<file path="config.mk">
export PLATFORM = sky130hd
export DESIGN_NAME = aes_stream_sequencer
export DESIGN_NICKNAME = d
export VERILOG_FILES = /design/src/rtl/aes_pkg.sv /design/src/rtl/aes_word_shifter.sv /design/src/rtl/aes_stream_sequencer.sv
export SDC_FILE = /design/constraint.sdc
export NUM_CORES = 1
export LEC_CHECK = 0
export ABC_CLOCK_PERIOD_IN_PS = 10300
export CORE_MARGIN = 5
export CORE_UTILIZATION = 40
export CTS_CLUSTER_SIZE = 14
export DETAILED_ROUTE_END_ITERATION = 16
export PLACE_DENSITY = 0.69
export SLEW_MARGIN = 20
export SYNTH_ARGS = -nofsm -noshare
export SYNTH_HDL_FRONTEND = slang
export SYNTH_SLANG_ARGS = --single-unit
</file>
<file path="constraint.sdc">
create_clock -name clk -period 10.3 [get_ports clk]
set_clock_uncertainty 0.1 [all_clocks]
set_input_delay 1.03 -clock clk [delete_from_list [all_inputs] [get_ports clk]]
set_output_delay 1.03 -clock clk [all_outputs]
set_load 0.005 [all_outputs]
</file>
<file path="src/rtl/aes_pkg.sv">
// rtl/aes_pkg.sv - shared widths and FSM encoding for the AES stream sequencer
package aes_pkg;

  localparam int AES_BLK_W  = 128;
  localparam int AES_WORD_W = 32;
  localparam int AES_WORDS  = 4;

  typedef enum logic [1:0] {
    LOAD    = 2'd0,
    RUN     = 2'd1,
    CAPTURE = 2'd2,
    DRAIN   = 2'd3
  } aes_state_t;

endpackage

</file>
<file path="src/rtl/aes_word_shifter.sv">
// rtl/aes_word_shifter.sv - 128-bit register with parallel load and shift-left-by-one-word
module aes_word_shifter
  import aes_pkg::*;
#(
  parameter int WORDS = AES_WORDS
) (
  input  logic                  clk,
  input  logic                  reset,
  input  logic                  load,
  input  logic [AES_BLK_W-1:0]  load_data,
  input  logic                  shift,
  input  logic [AES_WORD_W-1:0] shift_in,
  output logic [AES_BLK_W-1:0]  data,
  output logic                  last
);

  localparam int CNT_W = (WORDS > 1) ? $clog2(WORDS) : 1;

  logic [CNT_W-1:0] count;

  // last marks the word whose shift completes the block
  assign last = (count == CNT_W'(WORDS - 1));

  always_ff @(posedge clk or posedge reset) begin
    if (reset) begin
      data  <= '0;
      count <= '0;
    end else if (load) begin
      data  <= load_data;
      count <= '0;
    end else if (shift) begin
      data  <= {data[AES_BLK_W-AES_WORD_W-1:0], shift_in};
      count <= last ? '0 : count + CNT_W'(1);
    end
  end

endmodule

</file>
<file path="src/rtl/aes_stream_sequencer.sv">
// rtl/aes_stream_sequencer.sv - word-stream front/back end for an iterative AES-128 core
module aes_stream_sequencer
  import aes_pkg::*;
#(
  parameter int Nr    = 10,
  parameter int WORDS = AES_WORDS
) (
  input  logic                  clk,
  input  logic                  reset,
  input  logic [AES_WORD_W-1:0] in_data,
  input  logic                  in_valid,
  output logic                  in_ready,
  output logic [AES_BLK_W-1:0]  core_blk,
  output logic                  core_run,
  input  logic [AES_BLK_W-1:0]  core_res,
  output logic [AES_WORD_W-1:0] out_data,
  output logic                  out_valid,
  input  logic                  out_ready,
  output logic                  busy
);

  localparam int RND_W = $clog2(Nr + 1);

  aes_state_t         state;
  logic [RND_W-1:0]   rnd;
  logic               in_fire, in_last;
  logic               out_fire, out_last;
  logic [AES_BLK_W-1:0] res;
  logic               unused_res;

  assign in_fire    = in_valid && in_ready;
  assign out_fire   = out_valid && out_ready;
  assign out_data   = res[AES_BLK_W-1 -: AES_WORD_W];
  assign unused_res = ^res[AES_BLK_W-AES_WORD_W-1:0];

  aes_word_shifter #(.WORDS(WORDS)) u_in_shift (
    .clk       (clk),
    .reset     (reset),
    .load      (1'b0),
    .load_data ('0),
    .shift     (in_fire),
    .shift_in  (in_data),
    .data      (core_blk),
    .last      (in_last)
  );

  aes_word_shifter #(.WORDS(WORDS)) u_out_shift (
    .clk       (clk),
    .reset     (reset),
    .load      (state == CAPTURE),
    .load_data (core_res),
    .shift     (out_fire),
    .shift_in  ('0),
    .data      (res),
    .last      (out_last)
  );

  // core_run spans rnd = 0..Nr so the core sees Nr+1 uninterrupted cycles
  always_ff @(posedge clk or posedge reset) begin
    if (reset) begin
      state     <= LOAD;
      rnd       <= '0;
      in_ready  <= 1'b1;
      core_run  <= 1'b0;
      out_valid <= 1'b0;
      busy      <= 1'b0;
    end else begin
      case (state)
        LOAD: begin
          if (in_fire && in_last) begin
            state    <= RUN;
            in_ready <= 1'b0;
            core_run <= 1'b1;
            busy     <= 1'b1;
          end
        end
        RUN: begin
          if (rnd == RND_W'(Nr)) begin
            rnd      <= '0;
            state    <= CAPTURE;
            core_run <= 1'b0;
          end else begin
            rnd <= rnd + RND_W'(1);
          end
        end
        CAPTURE: begin
          state     <= DRAIN;
          out_valid <= 1'b1;
        end
        DRAIN: begin
          if (out_fire && out_last) begin
            state     <= LOAD;
            out_valid <= 1'b0;
            in_ready  <= 1'b1;
            busy      <= 1'b0;
          end
        end
        default: state <= LOAD;
      endcase
    end
  end

endmodule
</file>
==> metrics.md, run 1 <==
| Metric | Value |
|---|---|
| Initial antenna violation count | `0` |
| Worst hold path class | `flip-flop to flip-flop` |
| Area growth syn-to-layout | `36.8%` |
| Fin nets | `1374` |
| Top post-synthesis cells by area | `dfrtp_1 (59%), mux2_2 (13%), mux2i_1 (8.6%)` |
| CP startpoint kind | `primary input` |
| Final design utilization | `55.6%` |
| Static leakage | `6.76 nW` |
| Final WL | `27800 um` |
| Asr flop ratio synth | `100%` |
| Reg2reg start | `out_valid$_DFFE_PP0P_` |
| Launch point of the worst path | `out_ready` |
| Clock Pin Slew Worst Setup and Hold Paths | `60 ps` |
| Switching power | `1.49 mW` |
| Sequential-to-total area share from yosys stat | `59.7%` |
| Number of flops mapped to enable cells by yosys | `0` |
| Reg2reg setup slack | `7450 ps` |
| Die height | `178 um` |
| Synth warn | `0` |
| WP data required | `10560 ps` |
| Post-Place Setup Slack | `6340 ps` |
| Worst Path Class, Setup | `primary input to flip-flop` |
| Sequential power share | `40.7%` |
| Crit path max fanout | `72` |
| Worst skew pair latency | `530 ps` |
| Syn_area_per_cell | `12.2 um2` |
| Hold_buf cts | `0` |
| Via/cell ratio | `4.85` |
| Final slew viol count | `0` |
| Least-Margin Pin Slew | `1120 ps` |
| I/O Pins | `328` |
| Achievable clock frequency | `0.294 GHz` |
| Internal power | `3.26 mW` |
| Post-Synthesis Cells | `931` |
| Post-route DRC violation count | `0` |
| #FFs+latches synth | `270` |
| Synthesized area | `0.0113 mm2` |
| Gr usage total | `17.0%` |
| Clock power frac | `20.0%` |
| Final period util | `33.1%` |
| Peak supply drop | `0.197 mV` |
| Routability cong. | `0.739` |
| GR Overflow Total | `0` |
| Diode count | `0` |
| Critical path capture point | `u_out_shift.data[105]$_DFFE_PP0P_` |
| Post-DP Area | `0.0146 mm2` |
| Final hold viol count | `0` |
| Largest net degree at the start of global routing | `134` |
| Post-synth top area share | `59.4%` |
| Post-DP HPWL | `18800 um` |
| Number of routed nets with antenna violations | `0` |
| Power Density | `306 mW/mm2` |
| Dominant cell type by area after synthesis | `dfrtp_1` |
| Min Tclk post-route | `3400 ps` |
| Design Area, Final | `0.0155 mm2` |
| Drt pass-1 iters | `4` |
| Setup TNS | `0 ps` |
| CTS tree | `built` |
| Max-Cap Viols | `0` |
| Synth Flop Type | `dfrtp_1` |
| R2R depth | `4` |
| Buffers on Ports | `327` |
| H-tree Lvls | `1` |
| Number of global-route vias before repair | `8043` |
| CTS buffer count | `29` |
| R2R Path End | `u_out_shift.data[105]$_DFFE_PP0P_` |
| Die ar. | `0.0318 mm2` |
| Setup violations, final | `0` |
| Crit path arrival time | `3670 ps` |
| Clock Sinks | `270` |
| DR WL/cell | `17.4 um` |
| Worst Setup End Kind | `flip-flop` |
| Slew margin rel. | `25.2%` |
| Outcome | `complete, no violations` |
| Bufs on Longest Clock Path | `3` |
| Yosys cell types | `32` |
| Final worst slack | `6900 ps` |
| Combinational power share | `39.3%` |
| Sw frac | `31.4%` |
| Post-CTS Setup Bufs | `0` |
| RSZ-0062 raised after global routing | `no` |
| CTS Root Cell | `clkbuf_16` |
| Chip width | `178 um` |
| Share of cells above drive strength 1 | `14.9%` |
| Via count | `7744` |
| CTS resizes | `0` |
| Core area | `0.0279 mm2` |
| Drt first-iter violations | `493` |
| Initial Util | `40.6%` |
| Global-route wire length before repair | `44000 um` |
| Final hold slack | `402 ps` |
| Post-Syn Nets | `1101` |
| Rows | `61` |
## synthesized netlist by cell type, types with 2 or more instances
cell        n
buf_4      34
nor2b_1     2
buf_2      35
o21ai_0   131
inv_1       6
clkbuf_1   22
mux2_2    129
a31oi_1     3
o22ai_1     2
dfrtp_1   269
nand2_1   169
a21oi_1     4
nand3_1     4
a22oi_1     2
mux2i_1    97
ha_1        6
## routing by layer
metal | GRT usage (%) | share of wire, % | wire length, um | up-vias
li1 | - | - | - | 3716
met1 | 22.4 | 43 | 11800 | 3725
met2 | 25.2 | 42 | 11800 | 274
met3 | 9.35 | 13 | 3710 | 29
met4 | 3.13 | 1.8 | 493 | 0
met5 | 0 | 0 | 0 | -
## worst max-delay path, stage by stage
cell	delay, ps
clkdlybuf4s50_1	490
nand2_4	700
buf_4	950
mux2i_1	300
o21ai_0	110
## kinds of logic after synthesis
group	synth area share, %
flip-flops	59.7
multiplexers	21.5
AND/OR/NAND/NOR	6.48
AO/OA/AOI/OAI	6.87
buffers and inverters	4.73
adder cells (fa/ha/maj)	0.663
XOR/XNOR	0.0774
## layout by cell type (no fill, tap or decap), types with 5 or more instances in the layout
| master | instances |
|---|---|
| buf_4 | 5 |
| clkbuf_1 | 8 |
| clkbuf_16 | 29 |
| clkbuf_8 | 6 |
| clkdlybuf4s50_1 | 327 |
| dfrtp_1 | 269 |
| ha_1 | 5 |
| inv_1 | 5 |
| mux2_2 | 129 |
| mux2i_1 | 97 |
| nand2_1 | 167 |
| o21ai_0 | 131 |
## layout make-up
| cell class | count | area [um2] |
|---|---|---|
| Clock buffer | 43 | 838 |
| Tap cell | 378 | 473 |
| Clock inverter | 2 | 13.8 |
| Inverter | 6 | 30.0 |
| Multi-Input combinational cell | 564 | 4060 |
| Sequential cell | 270 | 6760 |
| Timing Repair Buffer | 333 | 3320 |
| Fill cell | 2361 | 12400 |
## registers in the layout (all words and copies together) (netlist names)
register and flops:
state 2, busy 1, u_in_shift.count 2, in_ready 1, out_valid 1, core_run 1
u_out_shift.data 128, u_out_shift.count 2, u_in_shift.data 128, rnd 4
## stage by stage
stage,total power [mW],std cells
floorplan,2.92,931
global placement,3.79,1551
detailed placement,3.84,1551
CTS,4.83,1596
global route,5.12,1596
finish,4.75,1596
## power groups by stage
| stage | combinational [mW] | sequential (mW) | clock, mW |
|---|---|---|---|
| 6_report | 1.87 | 1.93 | 0.948 |
| 5_1_grt | 2.08 | 2.01 | 1.03 |
| 4_1_cts | 1.91 | 1.94 | 0.983 |
| 3_5_place_dp | 1.89 | 1.95 | 0 |
| 3_3_place_gp | 1.87 | 1.93 | 0 |
| 2_1_floorplan | 1.03 | 1.89 | 0 |
## worst min path at each step
stage                                     startpoint                          endpoint  cells past startpoint
global placement    u_in_shift.data[120]$_DFFE_PP0P_  u_in_shift.data[120]$_DFFE_PP0P_                      1
detailed placement  u_in_shift.data[101]$_DFFE_PP0P_  u_in_shift.data[101]$_DFFE_PP0P_                      1
global route        u_in_shift.data[105]$_DFFE_PP0P_  u_in_shift.data[105]$_DFFE_PP0P_                      1
floorplan            u_in_shift.count[0]$_DFFE_PP0P_   u_in_shift.count[0]$_DFFE_PP0P_                      1
finish              u_in_shift.data[104]$_DFFE_PP0P_  u_in_shift.data[104]$_DFFE_PP0P_                      1
CTS                 u_in_shift.data[103]$_DFFE_PP0P_  u_in_shift.data[103]$_DFFE_PP0P_                      1
Note: power is estimated with default switching activity, not from simulation.
==> run 2: changes to the inputs <==
--- a/config.mk
+++ b/config.mk
@@ -5,12 +5,12 @@
 export SDC_FILE = /design/constraint.sdc
 export NUM_CORES = 1
 export LEC_CHECK = 0
-export ABC_CLOCK_PERIOD_IN_PS = 10300
+export ABC_CLOCK_PERIOD_IN_PS = 2880
 export CORE_MARGIN = 5
 export CORE_UTILIZATION = 40
 export CTS_CLUSTER_SIZE = 14
 export DETAILED_ROUTE_END_ITERATION = 16
-export PLACE_DENSITY = 0.69
+export PLACE_DENSITY = 0.72
 export SLEW_MARGIN = 20
 export SYNTH_ARGS = -nofsm -noshare
 export SYNTH_HDL_FRONTEND = slang
==> constraint.sdc (replaced) <==
create_clock -name clk -period 2.88 [get_ports clk]
set_clock_uncertainty 0.1 [all_clocks]
set_input_delay 0.288 -clock clk [delete_from_list [all_inputs] [get_ports clk]]
set_output_delay 0.288 -clock clk [all_outputs]
set_load 0.005 [all_outputs]
==> run 2 against run 1 <==
Compared with the run above: sequential share of layout area is 0.90 points lower; critical path depth fell by 4; via count rose by 1.7%; setup slack lost 6100 ps; largest cell class unchanged; sequential power increased to 3.6 times the previous value.
==> metrics.md, run 2 (synthesized netlist as in run 1, its figures left out) <==
| Metric | Value |
|---|---|
| Area occupied by multi-input gates | `0.00406 mm2` |
| Final period util | `70.8%` |
| Final hold viol count | `0` |
| Top Registers | `u_in_shift.data x128, u_out_shift.data x128, rnd x4` |
| Most common cell after layout, fill and taps aside | `clkdlybuf4s50_1` |
| Peak supply drop | `0.758 mV` |
| Final slew viol count | `0` |
| WP data required | `2490 ps` |
| Worst Setup End Kind | `output port` |
| Max-Cap Viols | `0` |
| GR Overflow Total | `0` |
| Combinational power share | `39.6%` |
| Post-CTS Setup Bufs | `0` |
| Sequential power share | `40.1%` |
| RSZ-0062 raised after global routing | `no` |
| Share of cells above drive strength 1 | `16.4%` |
| Final WL | `29000 um` |
| R2R Path End | `state[1]$_DFFE_PP0P_` |
| Commonest non-fill, non-tap cells in the layout | `clkdlybuf4s50_1 (327), dfrtp_1 (269), nand2_1 (167), o21ai_0 (131), mux2_2 (129)` |
| Rows | `61` |
| Post-route DRC violation count | `0` |
| Via/cell ratio | `4.85` |
| Setup violations, final | `0` |
| Achievable clock frequency | `0.491 GHz` |
| Slowest cell delay on critical path | `590 ps` |
| Worst path buffer plus inverter count | `1` |
| CTS Root Cell | `clkbuf_16` |
| Worst hold path class | `primary input to async pin` |
| Initial antenna violation count | `0` |
| Bufs on Longest Clock Path | `3` |
| Number of routed nets with antenna violations | `0` |
| Gr usage total | `17.9%` |
| Drt pass-1 iters | `4` |
| Drt first-iter violations | `527` |
| Slew margin rel. | `57.3%` |
| Buffers on Ports | `327` |
| H-tree Lvls | `1` |
| Worst Path Class, Setup | `flip-flop to output port` |
| Internal power | `11.9 mW` |
| Delay-heaviest family, CP | `flip-flops` |
| Final non-filler cell total | `1622` |
| Diode count | `0` |
| Outcome | `complete, no violations` |
| Crit path max fanout | `6` |
| Sequential cell area | `0.00676 mm2` |
| Reg2reg start | `state[1]$_DFFE_PP0P_` |
| Post-DP Area | `0.0149 mm2` |
| Die height | `178 um` |
| Slowest cell on crit path | `dfstp_2` |
| Global-route wire length before repair | `45800 um` |
| Sw frac | `31.7%` |
| DP Cell Count | `1570` |
| CTS buffer count | `29` |
| CTS resizes | `0` |
| CTS tree | `built` |
| Number of global-route vias before repair | `8409` |
| Fin nets | `1393` |
| Via count | `7872` |
| Least-Margin Pin Slew | `638 ps` |
| Design Power | `17.5 mW` |
| CP startpoint kind | `flip-flop` |
| Design Area, Final | `0.0158 mm2` |
| CP cell instances | `clkdlybuf4s50_1` |
| Post-DP HPWL | `20500 um` |
| DR WL/cell | `17.9 um` |
| Hold_buf cts | `0` |
| Crit path arrival time | `1650 ps` |
| Static leakage | `6.92 nW` |
| Clock Pin Slew Worst Setup and Hold Paths | `60 ps` |
| Routability cong. | `0.767` |
| Clock Sinks | `270` |
| I/O Pins | `328` |
| Core area | `0.0279 mm2` |
| R2R depth | `4` |
| Die ar. | `0.0318 mm2` |
| Largest net degree at the start of global routing | `80` |
| Area growth syn-to-layout | `39.7%` |
| Worst skew pair latency | `540 ps` |
| Final design utilization | `56.8%` |
| Chip width | `178 um` |
| Clock power frac | `20.4%` |
| Min Tclk post-route | `2040 ps` |
| Power Density | `1100 mW/mm2` |
| Initial Util | `40.6%` |
| Number of fill cells | `2290` |
| Switching power | `5.54 mW` |
| Reg2reg setup slack | `980 ps` |
[run 2: cell types whose count changed in the layout (fill, tap and decap cells not counted), sizes merged]
| cell | change |
|---|---|
| buf | +19 |
| bufinv | +1 |
| clkbuf | +3 |
| clkinv | +3 |
| clkinvlp | +1 |
| inv | -1 |
[run 2: worst max-delay path by stage]
stage,cells after the start,endpoint,from
after CTS,1,in_ready,in_ready$_DFFE_PP1P_
after global placement,5,u_out_shift.data[121]$_DFFE_PP0P_,out_ready
final,1,in_ready,in_ready$_DFFE_PP1P_
after global routing,1,in_ready,in_ready$_DFFE_PP1P_
after floorplan,1,busy$_DFFE_PP0P_,reset
after detailed placement,4,u_in_shift.data[113]$_DFFE_PP0P_,in_valid
[run 2: layout make-up]
| cell class | instances | share of cell area [%] |
|---|---|---|
| Sequential cell | 270 | 42.7 |
| Clock buffer | 46 | 5.37 |
| Inverter | 6 | 0.166 |
| Clock inverter | 6 | 0.348 |
| Multi-Input combinational cell | 564 | 25.7 |
| Tap cell | 378 | 2.99 |
| Timing Repair Buffer | 352 | 22.7 |
[run 2: power by group through the flow]
stage | clock (mW) | sequential (mW) | combinational [mW]
global placement | 0 | 6.96 | 6.83
CTS | 3.65 | 7.03 | 7.03
finish | 3.55 | 7.00 | 6.90
global route | 3.82 | 7.27 | 7.66
detailed placement | 0 | 7.07 | 6.97
floorplan | 0 | 6.76 | 3.70
[run 2: per-layer routing]
layer | track usage [%] | up-vias | wire [um] | share of wire, %
met2 | 26.7 | 294 | 12400 | 43
met1 | 24.3 | 3795 | 12600 | 43
li1 | - | 3745 | - | -
met5 | 0 | - | 0 | 0
met4 | 3.39 | 0 | 423 | 1.5
met3 | 8.08 | 38 | 3570 | 12
[run 2: per-stage QoR]
| step | setup WS [ps] | hold WS, ps | setup TNS (ps) |
|---|---|---|---|
| floorplan | -1070 | 305 | -289200 |
| global placement | 816 | 389 | 0 |
| detailed placement | 807 | 396 | 0 |
| CTS | 806 | 77.2 | 0 |
| global route | 784 | 98.3 | 0 |
| finish | 842 | 78.4 | 0 |
==> run 3: changes to the inputs <==
--- a/config.mk
+++ b/config.mk
@@ -5,12 +5,12 @@
 export SDC_FILE = /design/constraint.sdc
 export NUM_CORES = 1
 export LEC_CHECK = 0
-export ABC_CLOCK_PERIOD_IN_PS = 2880
+export ABC_CLOCK_PERIOD_IN_PS = 2100
 export CORE_MARGIN = 5
 export CORE_UTILIZATION = 40
 export CTS_CLUSTER_SIZE = 14
 export DETAILED_ROUTE_END_ITERATION = 16
-export PLACE_DENSITY = 0.72
+export PLACE_DENSITY = 0.69
 export SLEW_MARGIN = 20
 export SYNTH_ARGS = -nofsm -noshare
 export SYNTH_HDL_FRONTEND = slang
==> constraint.sdc (replaced) <==
create_clock -name clk -period 2.1 [get_ports clk]
set_clock_uncertainty 0.1 [all_clocks]
set_input_delay 0.21 -clock clk [delete_from_list [all_inputs] [get_ports clk]]
set_output_delay 0.21 -clock clk [all_outputs]
set_load 0.005 [all_outputs]
==> run 3 against run 2 <==
Compared with the run above: first-iteration DRC count down 14%; final cell count is 0.80% higher; setup slack got worse by 740 ps; core utilization increased by 0.53 points; wire length fell by 2.1%.
==> metrics.md, run 3 (synthesized netlist as in run 1, its figures left out) <==
| Metric | Value |
|---|---|
| Outcome | `complete, no violations` |
| Via count | `7940` |
| R2R depth | `4` |
| DR WL/cell | `17.4 um` |
| Clock Pin Slew Worst Setup and Hold Paths | `60 ps` |
| Least-Margin Pin Slew | `412 ps` |
| Bufs on Longest Clock Path | `3` |
| Post-DP HPWL | `20300 um` |
| Buffers on Ports | `327` |
| Power Density | `1510 mW/mm2` |
| CTS Root Cell | `clkbuf_16` |
| H-tree Lvls | `1` |
| Launch point of the worst path | `in_ready$_DFFE_PP1P_` |
| Final slew viol count | `0` |
| Slowest cell on crit path | `dfstp_2` |
| Drt first-iter violations | `453` |
| Final design utilization | `57.3%` |
| Routability cong. | `0.768` |
| WP data required | `1790 ps` |
| Die ar. | `0.0318 mm2` |
| Final WL | `28400 um` |
| Core area | `0.0279 mm2` |
| CTS tree | `built` |
| Final non-filler cell total | `1635` |
| RSZ-0062 raised after global routing | `no` |
| Setup violations, final | `0` |
| Design Area, Final | `0.0160 mm2` |
| Die height | `178 um` |
| Critical path depth | `1` |
| CP cell instances | `clkdlybuf4s50_1` |
| Diode count | `0` |
| Via/cell ratio | `4.86` |
| Delay-heaviest family, CP | `flip-flops` |
| Most common cell after layout, fill and taps aside | `clkdlybuf4s50_1` |
| Peak supply drop | `1.02 mV` |
| DP Cell Count | `1578` |
| Global-route wire length before repair | `45200 um` |
| Slew margin rel. | `72.6%` |
| Worst Setup End Kind | `output port` |
| Worst Path Class, Setup | `flip-flop to output port` |
| GR Overflow Total | `0` |
| Worst skew pair latency | `540 ps` |
| Share of cells above drive strength 1 | `17.2%` |
| Slowest cell delay on critical path | `600 ps` |
| Reg2reg start | `state[0]$_DFFE_PP0P_` |
| Clock Sinks | `270` |
| Worst path buffer plus inverter count | `1` |
| Max-Cap Viols | `0` |
| CTS buffer count | `30` |
| Final hold viol count | `0` |
| Gr usage total | `17.6%` |
| Fin nets | `1403` |
| Crit path arrival time | `1680 ps` |
| Crit path max fanout | `6` |
| Min Tclk post-route | `1990 ps` |
| Post-route DRC violation count | `0` |
| Initial Util | `40.6%` |
| Commonest non-fill, non-tap cells in the layout | `clkdlybuf4s50_1 (327), dfrtp_1 (269), nand2_1 (167), o21ai_0 (131), mux2_2 (129)` |
| Drt pass-1 iters | `5` |
| CTS resizes | `0` |
| Final hold slack | `136 ps` |
| Post-DP Area | `0.0150 mm2` |
| Achievable clock frequency | `0.502 GHz` |
| Final period util | `94.9%` |
| I/O Pins | `328` |
| CP startpoint kind | `flip-flop` |
| Number of routed nets with antenna violations | `0` |
| Rows | `61` |
| Top Registers | `u_in_shift.data x128, u_out_shift.data x128, rnd x4` |
| Worst hold path cell count | `3` |
| Number of global-route vias before repair | `8342` |
| Chip width | `178 um` |
| Setup TNS | `0 ps` |
| Static leakage | `7.00 nW` |
| Hold Crit Start | `core_res[14]` |
| Initial antenna violation count | `1` |
| Area growth syn-to-layout | `41.0%` |
| Worst hold path class | `primary input to flip-flop` |
| Largest net degree at the start of global routing | `84` |
==> run 3: cell types whose count changed in the layout (fill, tap and decap cells not counted) <==
cell	delta
buf_12	+1
clkbuf_16	+2
dlygate4sd3_1	+1
buf_4	+7
inv_6	+1
clkinvlp_4	+1
==> run 3: report_power, final <==
| part | leakage [nW] | internal, mW | total [mW] | switching, mW |
|---|---|---|---|---|
| Clock | 0.477 | 3.04 | 5.07 | 2.03 |
| Sequential | 3.31 | 7.82 | 9.51 | 1.69 |
| Combinational | 3.21 | 5.69 | 9.50 | 3.81 |
| Total | 7.00 | 16.6 | 24.1 | 7.54 |
==> run 3: path summary, 6_finish.rpt <==
kind	end	slack (ps)
setup / recovery	in_ready	110
hold / removal	u_out_shift.data[14]$_DFFE_PP0P_	140
setup reg to reg	state[1]$_DFFE_PP0P_	270
hold reg to reg	u_in_shift.data[120]$_DFFE_PP0P_	400
max in group asynchronous	u_out_shift.data[0]$_DFFE_PP0P_	720
min in group asynchronous	u_in_shift.data[93]$_DFFE_PP0P_	440
==> run 3: final cells by class <==
class | instances | area [um2]
Fill cell | 2364 | 11900
Sequential cell | 270 | 6760
Multi-Input combinational cell | 564 | 4060
Timing Repair Buffer | 361 | 3680
Clock buffer | 48 | 900
Tap cell | 378 | 473
Clock inverter | 8 | 71.3
Inverter | 6 | 26.3
==> run 3: layer usage <==
layer	routed length (um)	vias up	GRT usage, %
li1	-	3789	-
met1	11900	3805	22.5
met2	12100	304	26.7
met3	3810	40	9.41
met4	551	2	3.77
met5	14	-	0
==> run 3: through the flow <==
| step | worst slack [ps] | total power, mW |
|---|---|---|
| final | 106 | 24.1 |
| after global routing | 49.3 | 25.9 |
| after CTS | 65.7 | 24.5 |
| after detailed placement | 177 | 19.2 |
| after global placement | 215 | 18.9 |
| after floorplan | -1780 | 14.3 |
==> run 3: what timing repair did <==
action	in CTS	in global routing
endpoints found under the setup margin	0	0
hold buffers	1	0
hold endpoints to repair	5	0
buffers inserted	0	0
